[src/rtl/mem_arb_pkg.sv]
// rtl/mem_arb_pkg.sv - shared state encoding and requester IDs for the memory arbiter
package mem_arb_pkg;

    typedef enum logic [1:0] {
        ST_IDLE    = 2'd0,
        ST_GRANT_I = 2'd1,
        ST_GRANT_D = 2'd2
    } arb_state_t;

    typedef logic req_id_t;

    localparam req_id_t REQ_INST = 1'b0;
    localparam req_id_t REQ_DATA = 1'b1;

endpackage

[src/rtl/mem_arbiter_if.sv]
// rtl/mem_arbiter_if.sv - requester and memory-side signals of the memory arbiter
interface mem_arbiter_if #(
    parameter int ADDRESS_WIDTH = 32,
    parameter int DATA_WIDTH    = 32
);
    logic                     i_inst_req;
    logic [ADDRESS_WIDTH-1:0] i_inst_addr;
    logic                     o_inst_ack;
    logic [DATA_WIDTH-1:0]    o_inst_rdata;

    logic                     i_data_req;
    logic                     i_data_we;
    logic [3:0]               i_data_be;
    logic [ADDRESS_WIDTH-1:0] i_data_addr;
    logic [DATA_WIDTH-1:0]    i_data_wdata;
    logic                     o_data_ack;
    logic [DATA_WIDTH-1:0]    o_data_rdata;

    logic                     o_mem_req;
    logic                     o_mem_we;
    logic [3:0]               o_mem_be;
    logic [ADDRESS_WIDTH-1:0] o_mem_addr;
    logic [DATA_WIDTH-1:0]    o_mem_wdata;
    logic                     i_mem_ack;
    logic [DATA_WIDTH-1:0]    i_mem_rdata;

    logic                     o_busy;

    modport slave (
        input  i_inst_req, i_inst_addr,
        input  i_data_req, i_data_we, i_data_be, i_data_addr, i_data_wdata,
        input  i_mem_ack, i_mem_rdata,
        output o_inst_ack, o_inst_rdata, o_data_ack, o_data_rdata,
        output o_mem_req, o_mem_we, o_mem_be, o_mem_addr, o_mem_wdata,
        output o_busy
    );

    modport master (
        output i_inst_req, i_inst_addr,
        output i_data_req, i_data_we, i_data_be, i_data_addr, i_data_wdata,
        output i_mem_ack, i_mem_rdata,
        input  o_inst_ack, o_inst_rdata, o_data_ack, o_data_rdata,
        input  o_mem_req, o_mem_we, o_mem_be, o_mem_addr, o_mem_wdata,
        input  o_busy
    );
endinterface

[src/rtl/mem_arb_picker.sv]
// rtl/mem_arb_picker.sv - combinational 2-way round-robin choice between INST and DATA
module mem_arb_picker
    import mem_arb_pkg::*;
(
    input  logic    inst_req,
    input  logic    data_req,
    input  req_id_t last_grant,
    output logic    any_req,
    output req_id_t pick
);
    always_comb begin
        any_req = inst_req | data_req;
        if (inst_req && data_req)
            pick = (last_grant == REQ_DATA) ? REQ_INST : REQ_DATA;
        else if (data_req)
            pick = REQ_DATA;
        else
            pick = REQ_INST;
    end
endmodule

[src/rtl/mem_arbiter.sv]
// rtl/mem_arbiter.sv - round-robin INST/DATA main-memory arbiter; MEM_ARB_BURST_LOCK_EN holds grant for bursts
module mem_arbiter
    import mem_arb_pkg::*;
#(
    parameter int ADDRESS_WIDTH = 32,
    parameter int DATA_WIDTH    = 32,
    parameter int MAX_BURST     = 16
) (
    input  logic          clk,
    input  logic          rst,
    mem_arbiter_if.slave  bus
);
    localparam int CNT_W = $clog2(MAX_BURST);
`ifdef MEM_ARB_BURST_LOCK_EN
    localparam int BURST_LIMIT = MAX_BURST;
`else
    // Without locking every word is its own grant, so the counter never leaves 0.
    localparam int BURST_LIMIT = 1;
`endif

    arb_state_t       state;
    req_id_t          last_grant;
    logic [CNT_W-1:0] burst_cnt;

    logic    any_req;
    req_id_t pick;
    logic    grant_i;
    logic    grant_d;
    logic    granted_req;
    logic    last_word;

    mem_arb_picker u_picker (
        .inst_req   (bus.i_inst_req),
        .data_req   (bus.i_data_req),
        .last_grant (last_grant),
        .any_req    (any_req),
        .pick       (pick)
    );

    assign grant_i     = (state == ST_GRANT_I);
    assign grant_d     = (state == ST_GRANT_D);
    assign granted_req = (grant_i & bus.i_inst_req) | (grant_d & bus.i_data_req);
    assign last_word   = (burst_cnt == CNT_W'(BURST_LIMIT - 1));

    always_ff @(posedge clk or negedge rst) begin
        if (!rst) begin
            state      <= ST_IDLE;
            last_grant <= REQ_DATA;
            burst_cnt  <= '0;
        end else begin
            case (state)
                ST_IDLE: begin
                    if (any_req) begin
                        state      <= (pick == REQ_INST) ? ST_GRANT_I : ST_GRANT_D;
                        last_grant <= pick;
                        burst_cnt  <= '0;
                    end
                end
                ST_GRANT_I, ST_GRANT_D: begin
                    // A dropped request releases even mid-word; memory must tolerate the abort.
                    if (!granted_req) begin
                        state     <= ST_IDLE;
                        burst_cnt <= '0;
                    end else if (bus.i_mem_ack) begin
                        if (last_word) begin
                            state     <= ST_IDLE;
                            burst_cnt <= '0;
                        end else begin
                            burst_cnt <= burst_cnt + CNT_W'(1);
                        end
                    end
                end
                default: begin
                    state     <= ST_IDLE;
                    burst_cnt <= '0;
                end
            endcase
        end
    end

    always_comb begin
        bus.o_mem_req   = granted_req;
        bus.o_mem_we    = 1'b0;
        bus.o_mem_be    = 4'h0;
        bus.o_mem_addr  = '0;
        bus.o_mem_wdata = '0;
        if (grant_i) begin
            bus.o_mem_be   = 4'hF;
            bus.o_mem_addr = bus.i_inst_addr;
        end else if (grant_d) begin
            bus.o_mem_we    = bus.i_data_we;
            bus.o_mem_be    = bus.i_data_be;
            bus.o_mem_addr  = bus.i_data_addr;
            bus.o_mem_wdata = bus.i_data_wdata;
        end
        bus.o_inst_ack   = grant_i & bus.i_mem_ack;
        bus.o_data_ack   = grant_d & bus.i_mem_ack;
        bus.o_inst_rdata = grant_i ? bus.i_mem_rdata : '0;
        bus.o_data_rdata = grant_d ? bus.i_mem_rdata : '0;
        bus.o_busy       = (state != ST_IDLE);
    end
endmodule

[src/flat_wrapper.sv]
// flat-port wrapper written by rule: the top's interface ports become plain ports
module mem_arbiter_flat import mem_arb_pkg::*;
#(
    parameter int ADDRESS_WIDTH = 32,
    parameter int DATA_WIDTH    = 32,
    parameter int MAX_BURST     = 16
)
  (clk, rst, bus_i_inst_req, bus_i_inst_addr, bus_i_data_req, bus_i_data_we, bus_i_data_be, bus_i_data_addr, bus_i_data_wdata, bus_i_mem_ack, bus_i_mem_rdata, bus_o_inst_ack, bus_o_inst_rdata, bus_o_data_ack, bus_o_data_rdata, bus_o_mem_req, bus_o_mem_we, bus_o_mem_be, bus_o_mem_addr, bus_o_mem_wdata, bus_o_busy);
  mem_arbiter_if #(.ADDRESS_WIDTH(ADDRESS_WIDTH), .DATA_WIDTH(DATA_WIDTH)) bus_i ();
  input  logic clk;
  input  logic rst;
  input wire logic [$bits(bus_i.i_inst_req)-1:0] bus_i_inst_req;
  input wire logic [$bits(bus_i.i_inst_addr)-1:0] bus_i_inst_addr;
  input wire logic [$bits(bus_i.i_data_req)-1:0] bus_i_data_req;
  input wire logic [$bits(bus_i.i_data_we)-1:0] bus_i_data_we;
  input wire logic [$bits(bus_i.i_data_be)-1:0] bus_i_data_be;
  input wire logic [$bits(bus_i.i_data_addr)-1:0] bus_i_data_addr;
  input wire logic [$bits(bus_i.i_data_wdata)-1:0] bus_i_data_wdata;
  input wire logic [$bits(bus_i.i_mem_ack)-1:0] bus_i_mem_ack;
  input wire logic [$bits(bus_i.i_mem_rdata)-1:0] bus_i_mem_rdata;
  output wire logic [$bits(bus_i.o_inst_ack)-1:0] bus_o_inst_ack;
  output wire logic [$bits(bus_i.o_inst_rdata)-1:0] bus_o_inst_rdata;
  output wire logic [$bits(bus_i.o_data_ack)-1:0] bus_o_data_ack;
  output wire logic [$bits(bus_i.o_data_rdata)-1:0] bus_o_data_rdata;
  output wire logic [$bits(bus_i.o_mem_req)-1:0] bus_o_mem_req;
  output wire logic [$bits(bus_i.o_mem_we)-1:0] bus_o_mem_we;
  output wire logic [$bits(bus_i.o_mem_be)-1:0] bus_o_mem_be;
  output wire logic [$bits(bus_i.o_mem_addr)-1:0] bus_o_mem_addr;
  output wire logic [$bits(bus_i.o_mem_wdata)-1:0] bus_o_mem_wdata;
  output wire logic [$bits(bus_i.o_busy)-1:0] bus_o_busy;
  assign bus_i.i_inst_req = bus_i_inst_req;
  assign bus_i.i_inst_addr = bus_i_inst_addr;
  assign bus_i.i_data_req = bus_i_data_req;
  assign bus_i.i_data_we = bus_i_data_we;
  assign bus_i.i_data_be = bus_i_data_be;
  assign bus_i.i_data_addr = bus_i_data_addr;
  assign bus_i.i_data_wdata = bus_i_data_wdata;
  assign bus_i.i_mem_ack = bus_i_mem_ack;
  assign bus_i.i_mem_rdata = bus_i_mem_rdata;
  assign bus_o_inst_ack = bus_i.o_inst_ack;
  assign bus_o_inst_rdata = bus_i.o_inst_rdata;
  assign bus_o_data_ack = bus_i.o_data_ack;
  assign bus_o_data_rdata = bus_i.o_data_rdata;
  assign bus_o_mem_req = bus_i.o_mem_req;
  assign bus_o_mem_we = bus_i.o_mem_we;
  assign bus_o_mem_be = bus_i.o_mem_be;
  assign bus_o_mem_addr = bus_i.o_mem_addr;
  assign bus_o_mem_wdata = bus_i.o_mem_wdata;
  assign bus_o_busy = bus_i.o_busy;
  mem_arbiter #(.ADDRESS_WIDTH(ADDRESS_WIDTH), .DATA_WIDTH(DATA_WIDTH), .MAX_BURST(MAX_BURST)) u_core (.clk(clk), .rst(rst), .bus(bus_i));
endmodule
[config.mk]
export PLATFORM = sky130hd
export DESIGN_NAME = mem_arbiter_flat
export DESIGN_NICKNAME = d
export VERILOG_FILES = /design/src/rtl/mem_arb_pkg.sv /design/src/rtl/mem_arbiter_if.sv /design/src/rtl/mem_arb_picker.sv /design/src/rtl/mem_arbiter.sv /design/src/flat_wrapper.sv
export SDC_FILE = /design/constraint.sdc
export NUM_CORES = 1
export LEC_CHECK = 0
export ABC_AREA = 1
export BUFFER_PORTS_ARGS = -buffer_cell sky130_fd_sc_hd__buf_2
export CORE_AREA = 2 2 108 110
export DETAILED_ROUTE_END_ITERATION = 10
export DIE_AREA = 0 0 110 112
export GPL_TIMING_DRIVEN = 1
export SYNTH_ARGS = -nofsm -noshare
export SYNTH_HDL_FRONTEND = slang
export SYNTH_SLANG_ARGS = --single-unit
[constraint.sdc]
create_clock -name clk -period 1.6 [get_ports clk]
set_clock_uncertainty 0.05 [all_clocks]
set_input_delay 0.16 -clock clk [delete_from_list [all_inputs] [get_ports clk]]
set_output_delay 0.16 -clock clk [all_outputs]
set_load 0.1 [all_outputs]
**Yosys cells after proc, flatten, opt, wreduce, memory -nomap -nowiden**

Index checks and enable logic that the tools add are counted.
W data, S select, Z words.

- Input port bits: 138
- Word-level logic and storage cells: 47
- Output and inout port bits: 137
- Register bits: 7

- Equality and inequality tests: 5
- Mux-type cells: 24
- Reductions and logical operators: 8
- Add/sub/neg operators: 1
- Bitwise logic cells: 6

Operator list:

| operator | count |
|---|---|
| $mux W32 | 6 |
| $mux W4 | 6 |
| $mux W2 | 5 |
| $pmux W4 S2 | 1 |
| $mux W1 | 5 |
| $add A4 B1 Y4 const B | 1 |
| $and A1 B1 Y1 | 4 |
| $logic_not A4 Y1 | 1 |
| $pmux W2 S2 | 1 |
| $reduce_and A2 Y1 | 2 |
| $ne A3 B2 Y1 const B | 1 |
| $ne A3 B3 Y1 const B | 1 |
| $reduce_and A3 Y1 | 1 |
| $eq A2 B1 Y1 const B | 1 |
| $eq A2 B2 Y1 const B | 1 |
| $logic_not A2 Y1 | 1 |
| $ne A2 B1 Y1 const B | 1 |
| $or A1 B1 Y1 | 2 |
| $reduce_bool A2 Y1 | 1 |
| $reduce_or A2 Y1 | 1 |
| $logic_and A1 B1 Y1 | 1 |

**Logic depth before layout (Yosys ltp)**

Gate-level depths: netlist of run 1.

- Depth after elaboration: 5
- Mapped depth: 11
- Gate-level depth less buffers: 10

**By module**

A second synthesis of run 1 with hierarchy kept.

- Cells, all modules: 395
- Area total of the unflattened synthesis: 1805.5 um2

By module, submodules not included:

| module | times used | cells an instance | seq. area each (um2) | area an instance (um2) |
|---|---|---|---|---|
| mem_arbiter | 1 | 392 | 176.4 | 1790.5 |
| mem_arb_picker | 1 | 3 | 0.0 | 15.0 |

**Least setup slack after synthesis of run 1**

No wires, ideal clock.

- Kind: flip-flop to output port
- From: reg u_core.state[0]
- To: out bus_o_mem_wdata[0]
- Data required time: 1.390 ns
- Path slack: -0.929 ns
- Path buffers: 2
- Data arrival time: 2.319 ns
- Cell stages (with the launch flop): 7
- Path through: dfrtp_1 -> inv_1 -> ha_1 -> buf_2 -> buf_2 -> nand2_1 -> nor2_1

- Cells in the longest elaborated chain, start to end: 3
- Elaborated cells between the ends (all ways): 4
- Classes of those cells: 2 x eq/ne; 2 x mux

Ends and longest elaborated chain:

| what | RTL line | source |
|---|---|---|
| start, declared | mem_arbiter.sv:21 | `arb_state_t state;` |
| start signal, assigned | mem_arbiter.sv:54 | `state <= (pick == REQ_INST) ? ST_GRANT_I : ST_GRANT_D;` |
| $eq A2 B2 Y1 | mem_arbiter.sv:41 | `assign grant_d = (state == ST_GRANT_D);` |
| $mux W32 | mem_arbiter.sv:90 | `end else if (grant_d) begin` |
| $mux W32 * | mem_arbiter.sv:87 | `if (grant_i) begin` |
| end, declared | flat_wrapper.sv:29 | `output wire logic [$bits(bus_i.o_mem_wdata)-1:0] bus_o_mem_wdata;` |

Every way passes the cells marked *; elsewhere a longest branch is shown, timed or not.

**Worst setup path in the final report of run 1**

- From: reg u_core.state[0]
- To: out bus_o_inst_rdata[2]

- Cells in the longest elaborated chain, start to end: 2

Ends and longest elaborated chain:

| what | RTL line | source |
|---|---|---|
| $eq A2 B1 Y1 | mem_arbiter.sv:40 | `assign grant_i = (state == ST_GRANT_I);` |
| $mux W32 | mem_arbiter.sv:98 | `bus.o_inst_rdata = grant_i ? bus.i_mem_rdata : '0;` |
| end, declared | flat_wrapper.sv:22 | `output wire logic [$bits(bus_i.o_inst_rdata)-1:0] bus_o_inst_rdata;` |

No other way between the ends.

==> impl_metrics.yaml, run 1 <==
flow_run:
  drv_cap: 0
logic_synthesis:
  ys_warn_count: 0
  syn_area_sq_um: 1810
  synth_cell_types: 21
  syn_nets: 540
  syn_area_per_cell_sq_um: 4.57
  netlist_instances: 396
  synth-seq-cells: 7
  ys_seq_area_share_pct: 9.75
routing:
  first_pass_iters: 4
  wl_per_cell_um: 15.5
  vias: 3687
  dr.first_iter.drc_count: 76
  wl_um: 13200
  final_antenna_net_count: 0
  vias_per_cell: 4.34
  drc: 0
clock_tree:
  cts_root_buf: "clkbuf_16"
  cts_tree: "yes"
  h-tree-depth: 1
  clkTransAtPathRegs_ns: 0.04
  cts_sinks: 7
  cts_max_path_buffers: 2
  clk_latency_ns: 0.24
  cts_buffers: 3
place:
  port_buffers: 274
  gp_congestion: 0.809
  dp_cells: 817
  dpl_worst_slack_ns: -0.0961
  hpwl_um: 9360
global_routing:
  grt_util_met3_pct: 4.27
  grt-ovfl-total: 0
  top_usage_layer: "met2"
  grt_max_degree: 31
  antenna_found_initial: 0
  grt_pass1_wl_um: 19100
  use_met2_pct: 38.3
  grt_use_met1_pct: 20.1
  grt_usage_pct: 19.4
  first_global_vias: 3791
worst_setup_path:
  arrival_ns: 1.69
  worstSetupEndpointType: "primary output"
  worstSetupStartpointType: "flip-flop"
  worstPathMaxFanout: 8
  critPathKind: "flip-flop to primary output"
  required_ns: 1.39
floorplanning:
  start_util_pct: 16.2
  fp.dieW_um: 110
  ios: 275
  dieHeight_um: 112
  coreArea_sq_um: 11200
  die_area_sq_um: 12300
  row_count: 39
sta:
  period_needed_ns: 1.90
  clock.fmax_ghz: 0.525
  finalHoldViolCount: 0
  tightest_slew_ns: 0.223
  setup_slack_ns: -0.303
  rsz0062_at_grt: "yes"
  min_period_over_period_pct: 119
  finalSetupViolations: 141
  relSlewSlack_pct: 85.2
  drv_slew: 0
  tns_ns: -30.36
finish:
  multiInputGateArea_sq_um: 2530
  final_util_pct: 70.2
  n_fill_cell: 793
  fin_cells: 849
  fin_nets: 851
  diodes: 0
  drive_gt1_share_pct: 87.5
  area_delta_synth_final_pct: 334
  seq_area_sq_um: 178
outcome:
  status: "finished, violations left"
  violations: "negative setup slack"
worst_hold_path:
  min_path_type: "input port to flip-flop"
## worst paths after layout
kind                                         from                  end  slack (ns)  cells past startpoint
worst min-delay path               bus_i_inst_req    u_core.last_grant        0.23                      4
min in group asynchronous                     rst  u_core.burst_cnt[1]        0.24                      2
worst max-delay path              u_core.state[0]  bus_o_inst_rdata[2]       -0.30                      7
worst min register to register  u_core.last_grant    u_core.last_grant        0.45                      2
worst max register to register    u_core.state[0]  u_core.burst_cnt[0]       -0.11                     11
max in group asynchronous                     rst    u_core.last_grant        1.02                      2
## cell type report
cell class / count / share of cell area, %
multi-input combinational: 284 / 32.3
clock buffer: 3 / 0.957
sequential: 7 / 2.27
inverter: 80 / 7.13
timing repair buffer: 331 / 55.0
clock inverter: 1 / 0.0638
tap: 143 / 2.28
## layout by cell type, fill, tap and decap left out, drive strengths merged
cell type / n
clkinv: 1
dfrtp: 6
nand4: 2
o21ai: 4
nand2: 191
bufbuf: 1
inv: 13
buf: 326
nand3b: 1
nor2: 40
clkbuf: 6
nand3: 38
a21oi: 2
dlygate4sd3: 1
dfstp: 1
ha: 6
clkinvlp: 67
## worst max-delay path, cell delays in order, from the launching register on
cell and delay, ns:
dfrtp_2 0.44, buf_6 0.14, ha_4 0.18, buf_12 0.14, clkbuf_16 0.17, nand2_1 0.11, clkinvlp_4 0.10, buf_12 0.17
## cells by family (layout without fill, tap and decap cells)
kind of cell / Yosys count / in the layout / share of synthesized area (%)
AO/OA/AOI/OAI: 6 / 6 / 1.66
adder cells (fa/ha/maj): 6 / 6 / 4.15
buffers and inverters: 105 / 415 / 23.4
flip-flops: 7 / 7 / 9.75
AND/OR/NAND/NOR: 272 / 272 / 61.1
## metal layers
layer	routed length, um	vias to the layer above	share of wire, %
li1	-	1776	-
met3	1070	24	8.2
met1	4350	1703	33
met5	0	-	0
met4	318	0	2.4
met2	7410	184	56
## stage by stage
stage | area (sq um) | hold WS (ns)
floorplan | 2700 | -0.186
global placement | 6520 | -0.0441
detailed placement | 6520 | -0.0367
CTS | 7470 | 0.225
global route | 7840 | 0.265
finish | 7840 | 0.226
## registers in the layout, summed over array words and instances, names as in the netlist
signal	cells
u_core.burst_cnt	4
u_core.last_grant	1
u_core.state	2
## cell usage after synthesis
cell type	count	share of area, %
a21oi_1	2	0.55
buf_1	2	0.42
buf_2	18	5.0
buf_4	1	0.42
clkbuf_1	4	0.83
dfrtp_1	6	8.3
dfstp_2	1	1.5
ha_1	6	4.1
inv_1	78	16
inv_2	1	0.21
inv_4	1	0.35
nand2_1	186	39
nand2_2	3	1.0
nand2_4	2	1.2
nand3_1	37	10
nand3_2	1	0.55
nand3b_1	1	0.42
nand4_1	2	0.69
nor2_1	40	8.3
o21ai_0	3	0.83
o21ai_1	1	0.28
## what timing repair did
item | 4_1_cts | 5_1_grt
resized for setup | 118 | 104
gates cloned | 7 | 5
endpoints found under the hold margin | 7 | 0
buffers inserted | 16 | 9
pin swaps | 24 | 40
endpoints found under the setup margin | 142 | 144
hold buffers | 1 | 0
Power of run 1 is left out: the tool's default activity adds up to more than one toggle a clock period on the data nets, which glitch-free logic cannot reach.
==> inputs of run 2 (changes only) <==
--- a/config.mk
+++ b/config.mk
@@ -10,7 +10,7 @@
 export CORE_AREA = 2 2 108 110
 export DETAILED_ROUTE_END_ITERATION = 10
 export DIE_AREA = 0 0 110 112
-export GPL_TIMING_DRIVEN = 1
 export SYNTH_ARGS = -nofsm -noshare
 export SYNTH_HDL_FRONTEND = slang
 export SYNTH_SLANG_ARGS = --single-unit
+export TNS_END_PERCENT = 50
==> run 2 against run 1 <==
Compared with the run above:
- first-iteration DRC count increased by 58%
- setup slack improved by 0.048 ns
- worst hold slack improved by 0.017 ns
- global-route usage decreased by 2.8 points
- utilization decreased by 6.2 points
- sequential cell count unchanged
- cell area decreased by 8.9%
- the run still ends with negative setup slack left
- critical path depth unchanged
- fmax increased by 2.6%
==> impl_metrics.yaml, run 2 (synthesis results as in run 1) <==
outcome:
  status: "finished, violations left"
  violations: "negative setup slack"
finish:
  layout_commonest_cell: "buf_12"
  final_cell_mix: "buf_12 (148), buf_2 (137), nand2_1 (77)"
  design_area_sq_um: 7150
  fin_nets: 831
  top_register: "u_core.burst_cnt"
  largest_reg_flops: 4
  final_util_pct: 64.0
  largestRegisters: "u_core.burst_cnt: 4 flops, u_core.state: 2 flops, u_core.last_grant: 1 flops"
  area_delta_synth_final_pct: 295
  drive_gt1_share_pct: 80.2
  fin_cells: 829
  diodes: 0
worst_setup_path:
  required_ns: 1.39
  worstSetupEndpointType: "primary output"
  worstSetupStartpointType: "flip-flop"
  arrival_ns: 1.65
  worstPathMaxFanout: 12
  critPathKind: "flip-flop to primary output"
floorplanning:
  start_util_pct: 16.2
  dieHeight_um: 112
  coreArea_sq_um: 11200
  row_count: 39
  ios: 275
  die_area_sq_um: 12300
  fp.dieW_um: 110
clock_tree:
  cts_tree: "yes"
  cts_root_buf: "clkbuf_16"
  clk_latency_ns: 0.23
  cts_buffers: 3
  cts_sinks: 7
  clkTransAtPathRegs_ns: 0.04
  cts_max_path_buffers: 2
  h-tree-depth: 1
sta:
  tightest_slew_ns: 0.202
  clock.fmax_ghz: 0.539
  period_needed_ns: 1.86
  rsz0062_at_grt: "yes"
  relSlewSlack_pct: 86.4
  finalSetupViolations: 139
  min_period_over_period_pct: 116
  setup_slack_ns: -0.256
  drv_slew: 0
  finalHoldViolCount: 0
routing:
  drc: 0
  vias_per_cell: 4.24
  final_antenna_net_count: 0
  wl_per_cell_um: 14.5
  wl_um: 12000
  first_pass_iters: 4
  dr.first_iter.drc_count: 120
  vias: 3518
global_routing:
  grt_usage_pct: 16.7
  grt-ovfl-total: 0
  grt_pass1_wl_um: 16500
  antenna_found_initial: 0
  grt_max_degree: 34
  first_global_vias: 3332
worst_hold_path:
  min_path_type: "input port to async pin"
flow_run:
  drv_cap: 0
place:
  hpwl_um: 9110
  gp_congestion: 0.798
  dpl_worst_slack_ns: -0.0466
  dp_cells: 808
  port_buffers: 274
  placed_area_sq_um: 6290
## run 2: cell count changes in the layout (fill, tap and decap cells not counted), moves of 8 or more
| cell | previous run | this run |
|---|---|---|
| nand3_2 | 25 | 15 |
| nand3_1 | 6 | 16 |
| nand2_2 | 42 | 62 |
| inv_2 | 3 | 13 |
| buf_6 | 11 | 2 |
| buf_12 | 159 | 148 |
| nand2_1 | 53 | 77 |
| clkinvlp_4 | 67 | 50 |
| inv_1 | 8 | 16 |
| nand2_4 | 96 | 52 |
## run 2: per-layer routing
metal / track usage [%] / vias up / share of wire (%)
met5: 0 / - / 0
met4: 3.46 / 0 / 2.0
met3: 3.16 / 18 / 7.3
met2: 32.3 / 148 / 56
met1: 18.2 / 1622 / 34
li1: - / 1730 / -
## run 2: through the flow
stage	hold slack, ns	setup TNS [ns]
4_1_cts	0.240	-25.97
3_3_place_gp	-0.0496	-0.0575
6_report	0.243	-25.19
3_5_place_dp	-0.0492	-0.599
5_1_grt	0.253	-35.74
2_1_floorplan	-0.186	-11.83
## run 2: cell type report
| cell class | instances | area (sq um) |
|---|---|---|
| clock buffer | 4 | 78.8 |
| fill | 914 | 4030 |
| inverter | 80 | 490 |
| multi-input combinational | 284 | 2170 |
| sequential | 7 | 176 |
| tap | 143 | 179 |
| timing repair buffer | 311 | 4060 |
## run 2: worst max-delay path, stage by stage (launching register included)
cell and delay [ns]:
dfrtp_1 0.36, buf_4 0.15, ha_4 0.19, buf_12 0.16, clkbuf_16 0.18, nand2_2 0.10
clkinvlp_4 0.10, buf_12 0.17
## run 2: final timing paths
check	startpoint	end	slack (ns)	cells past startpoint
setup / recovery	u_core.state[1]	bus_o_data_rdata[15]	-0.26	7
hold / removal	rst	u_core.state[1]	0.24	2
setup reg to reg	u_core.state[1]	u_core.burst_cnt[3]	-0.02	10
hold reg to reg	u_core.last_grant	u_core.last_grant	0.46	2
max in group asynchronous	rst	u_core.last_grant	1.03	2
min in group clk	bus_i_inst_req	u_core.last_grant	0.25	4
## run 2: timing repair
item / in CTS / in global routing
pin swaps: 8 / 8
setup endpoints to repair: 142 / 143
resized for setup: 57 / 83
hold endpoints to repair: 7 / 0
buffers inserted: 4 / 2
hold buffers: 1 / 0
gates cloned: 1 / 9
Power of run 2 is left out for the same reason.
==> inputs of run 3 (changes only) <==
--- a/config.mk
+++ b/config.mk
@@ -10,6 +10,7 @@
 export CORE_AREA = 2 2 108 110
 export DETAILED_ROUTE_END_ITERATION = 10
 export DIE_AREA = 0 0 110 112
+export SKIP_LAST_GASP = 1
 export SYNTH_ARGS = -nofsm -noshare
 export SYNTH_HDL_FRONTEND = slang
 export SYNTH_SLANG_ARGS = --single-unit
==> run 3 against run 2 <==
Compared with the run above:
- the run still ends with negative setup slack left
- routed wire length decreased by 0.14%
- first-iteration DRC count decreased by 9.2%
- fmax increased by 0.76%
- highest routed layer unchanged
==> impl_metrics.yaml, run 3 (synthesis results as in run 1) <==
worst_setup_path:
  critPathKind: "flip-flop to primary output"
  crit_top_cell: "buf_12"
  crit_chain: "buf_4, ha_4, buf_12, clkbuf_16, nand2_1, clkinvlp_4, buf_12"
  worstPathMaxFanout: 9
  worstSetupEndpointType: "primary output"
  path_delay_family: "buffers and inverters"
  reg2reg_from: "u_core.state[0]"
  arrival_ns: 1.63
  worstSetupStartpointType: "flip-flop"
  required_ns: 1.39
  cpMaxStageDelayCell: "dfrtp_1"
  reg2reg_setup_slack_ns: 0.01
  worstRegToRegCells: 11
  reg2reg_to: "u_core.state[0]"
  critPathMaxStageDelay_ns: 0.37
  worstPathBufferInverterCount: 5
finish:
  layout_commonest_cell: "buf_12"
  diodes: 0
  n_fill_cell: 920
  largest_reg_flops: 4
  top_register: "u_core.burst_cnt"
  drive_gt1_share_pct: 73.9
  largestRegisters: "u_core.burst_cnt: 4 flops, u_core.state: 2 flops, u_core.last_grant: 1 flops"
  design_area_sq_um: 7090
  area_delta_synth_final_pct: 292
  fin_nets: 838
  final_cell_mix: "buf_12 (150), buf_2 (137), nand2_1 (102)"
sta:
  setup_slack_ns: -0.242
  finalHoldViolCount: 0
  clock.fmax_ghz: 0.543
  tightest_slew_ns: 0.202
  period_needed_ns: 1.84
  min_period_over_period_pct: 115
  rsz0062_at_grt: "yes"
  drv_slew: 0
  relSlewSlack_pct: 86.4
  tns_ns: -25.78
  finalSetupViolations: 136
floorplanning:
  row_count: 39
  fp.dieW_um: 110
  start_util_pct: 16.2
  die_area_sq_um: 12300
  dieHeight_um: 112
  coreArea_sq_um: 11200
  ios: 275
routing:
  vias_per_cell: 4.17
  wl_per_cell_um: 14.4
  drc: 0
  dr.first_iter.drc_count: 109
  vias: 3486
  wl_um: 12000
  first_pass_iters: 4
  final_antenna_net_count: 0
global_routing:
  grt_usage_pct: 16.4
  top_usage_layer: "met2"
  grt_util_met3_pct: 3.16
  antenna_found_initial: 0
  grt_use_met1_pct: 18.1
  grt_max_degree: 34
  grt_pass1_wl_um: 16300
  use_met2_pct: 31.9
  grt-ovfl-total: 0
  first_global_vias: 3301
outcome:
  violations: "negative setup slack"
  status: "finished, violations left"
clock_tree:
  clkTransAtPathRegs_ns: 0.04
  cts_root_buf: "clkbuf_16"
  h-tree-depth: 1
  cts_tree: "yes"
  clk_latency_ns: 0.23
  cts_sinks: 7
  cts_buffers: 3
  cts_max_path_buffers: 2
flow_run:
  drv_cap: 0
worst_hold_path:
  min_path_type: "input port to async pin"
place:
  port_buffers: 274
  hpwl_um: 9110
  placed_area_sq_um: 6290
  gp_congestion: 0.798
[run 3: changes by cell type in the layout (fill, tap and decap cells not counted), moves of 2 or more]
cell | previous run | this run
nand2_2 | 62 | 29
nand2_1 | 77 | 102
inv_2 | 13 | 2
nand3_1 | 16 | 27
inv_1 | 16 | 26
nand2_4 | 52 | 60
buf_4 | 10 | 17
nand3_4 | 7 | 0
nand3_2 | 15 | 11
buf_12 | 148 | 150
buf_16 | 3 | 1
buf_8 | 3 | 1
clkbuf_16 | 10 | 12
[run 3: metrics by stage]
stage / cells / setup slack (ns) / hold slack [ns] / util (%)
floorplan: 396 / -0.193 / -0.186 / -
global placement: 808 / -0.0282 / -0.0496 / 56.3
detailed placement: 808 / -0.0466 / -0.0492 / 56.3
CTS: 818 / -0.246 / 0.240 / 58.6
global route: 836 / -0.311 / 0.253 / 63.5
finish: 836 / -0.242 / 0.243 / 63.5
[run 3: area by class of cell]
type | count | area, sq um | share of cell area (%)
tap | 143 | 179 | 2.52
clock buffer | 4 | 78.8 | 1.11
timing repair buffer | 318 | 4120 | 58.0
inverter | 80 | 495 | 6.99
sequential | 7 | 178 | 2.50
multi-input combinational | 284 | 2050 | 28.8
[run 3: worst max-delay path by stage]
| stage | startpoint | endpoint | depth (start not counted) |
|---|---|---|---|
| final | u_core.state[1] | bus_o_data_rdata[9] | 7 |
| after global routing | u_core.state[0] | bus_o_mem_wdata[15] | 7 |
| after CTS | u_core.state[1] | bus_o_mem_req | 7 |
| after detailed placement | u_core.state[0] | bus_o_mem_addr[27] | 6 |
| after global placement | u_core.state[1] | u_core.burst_cnt[1] | 8 |
| after floorplan | u_core.state[1] | bus_o_inst_ack | 5 |
[run 3: timing repair]
| item | 4_1_cts | 5_1_grt |
|---|---|---|
| buffers inserted | 4 | 7 |
| pin swaps | 3 | 7 |
| hold endpoints to repair | 7 | 0 |
| hold buffers | 1 | 0 |
| gates cloned | 1 | 12 |
| gates resized for setup | 27 | 72 |
| endpoints found under the setup margin | 142 | 143 |
[run 3: metal layers]
metal	share of wire (%)	wire length [um]	vias to the layer above
met1	35	4200	1590
li1	-	-	1742
met5	0	0	-
met2	57	6810	140
met3	7.0	842	14
met4	1.4	165	0
Power of run 3 is left out for the same reason.
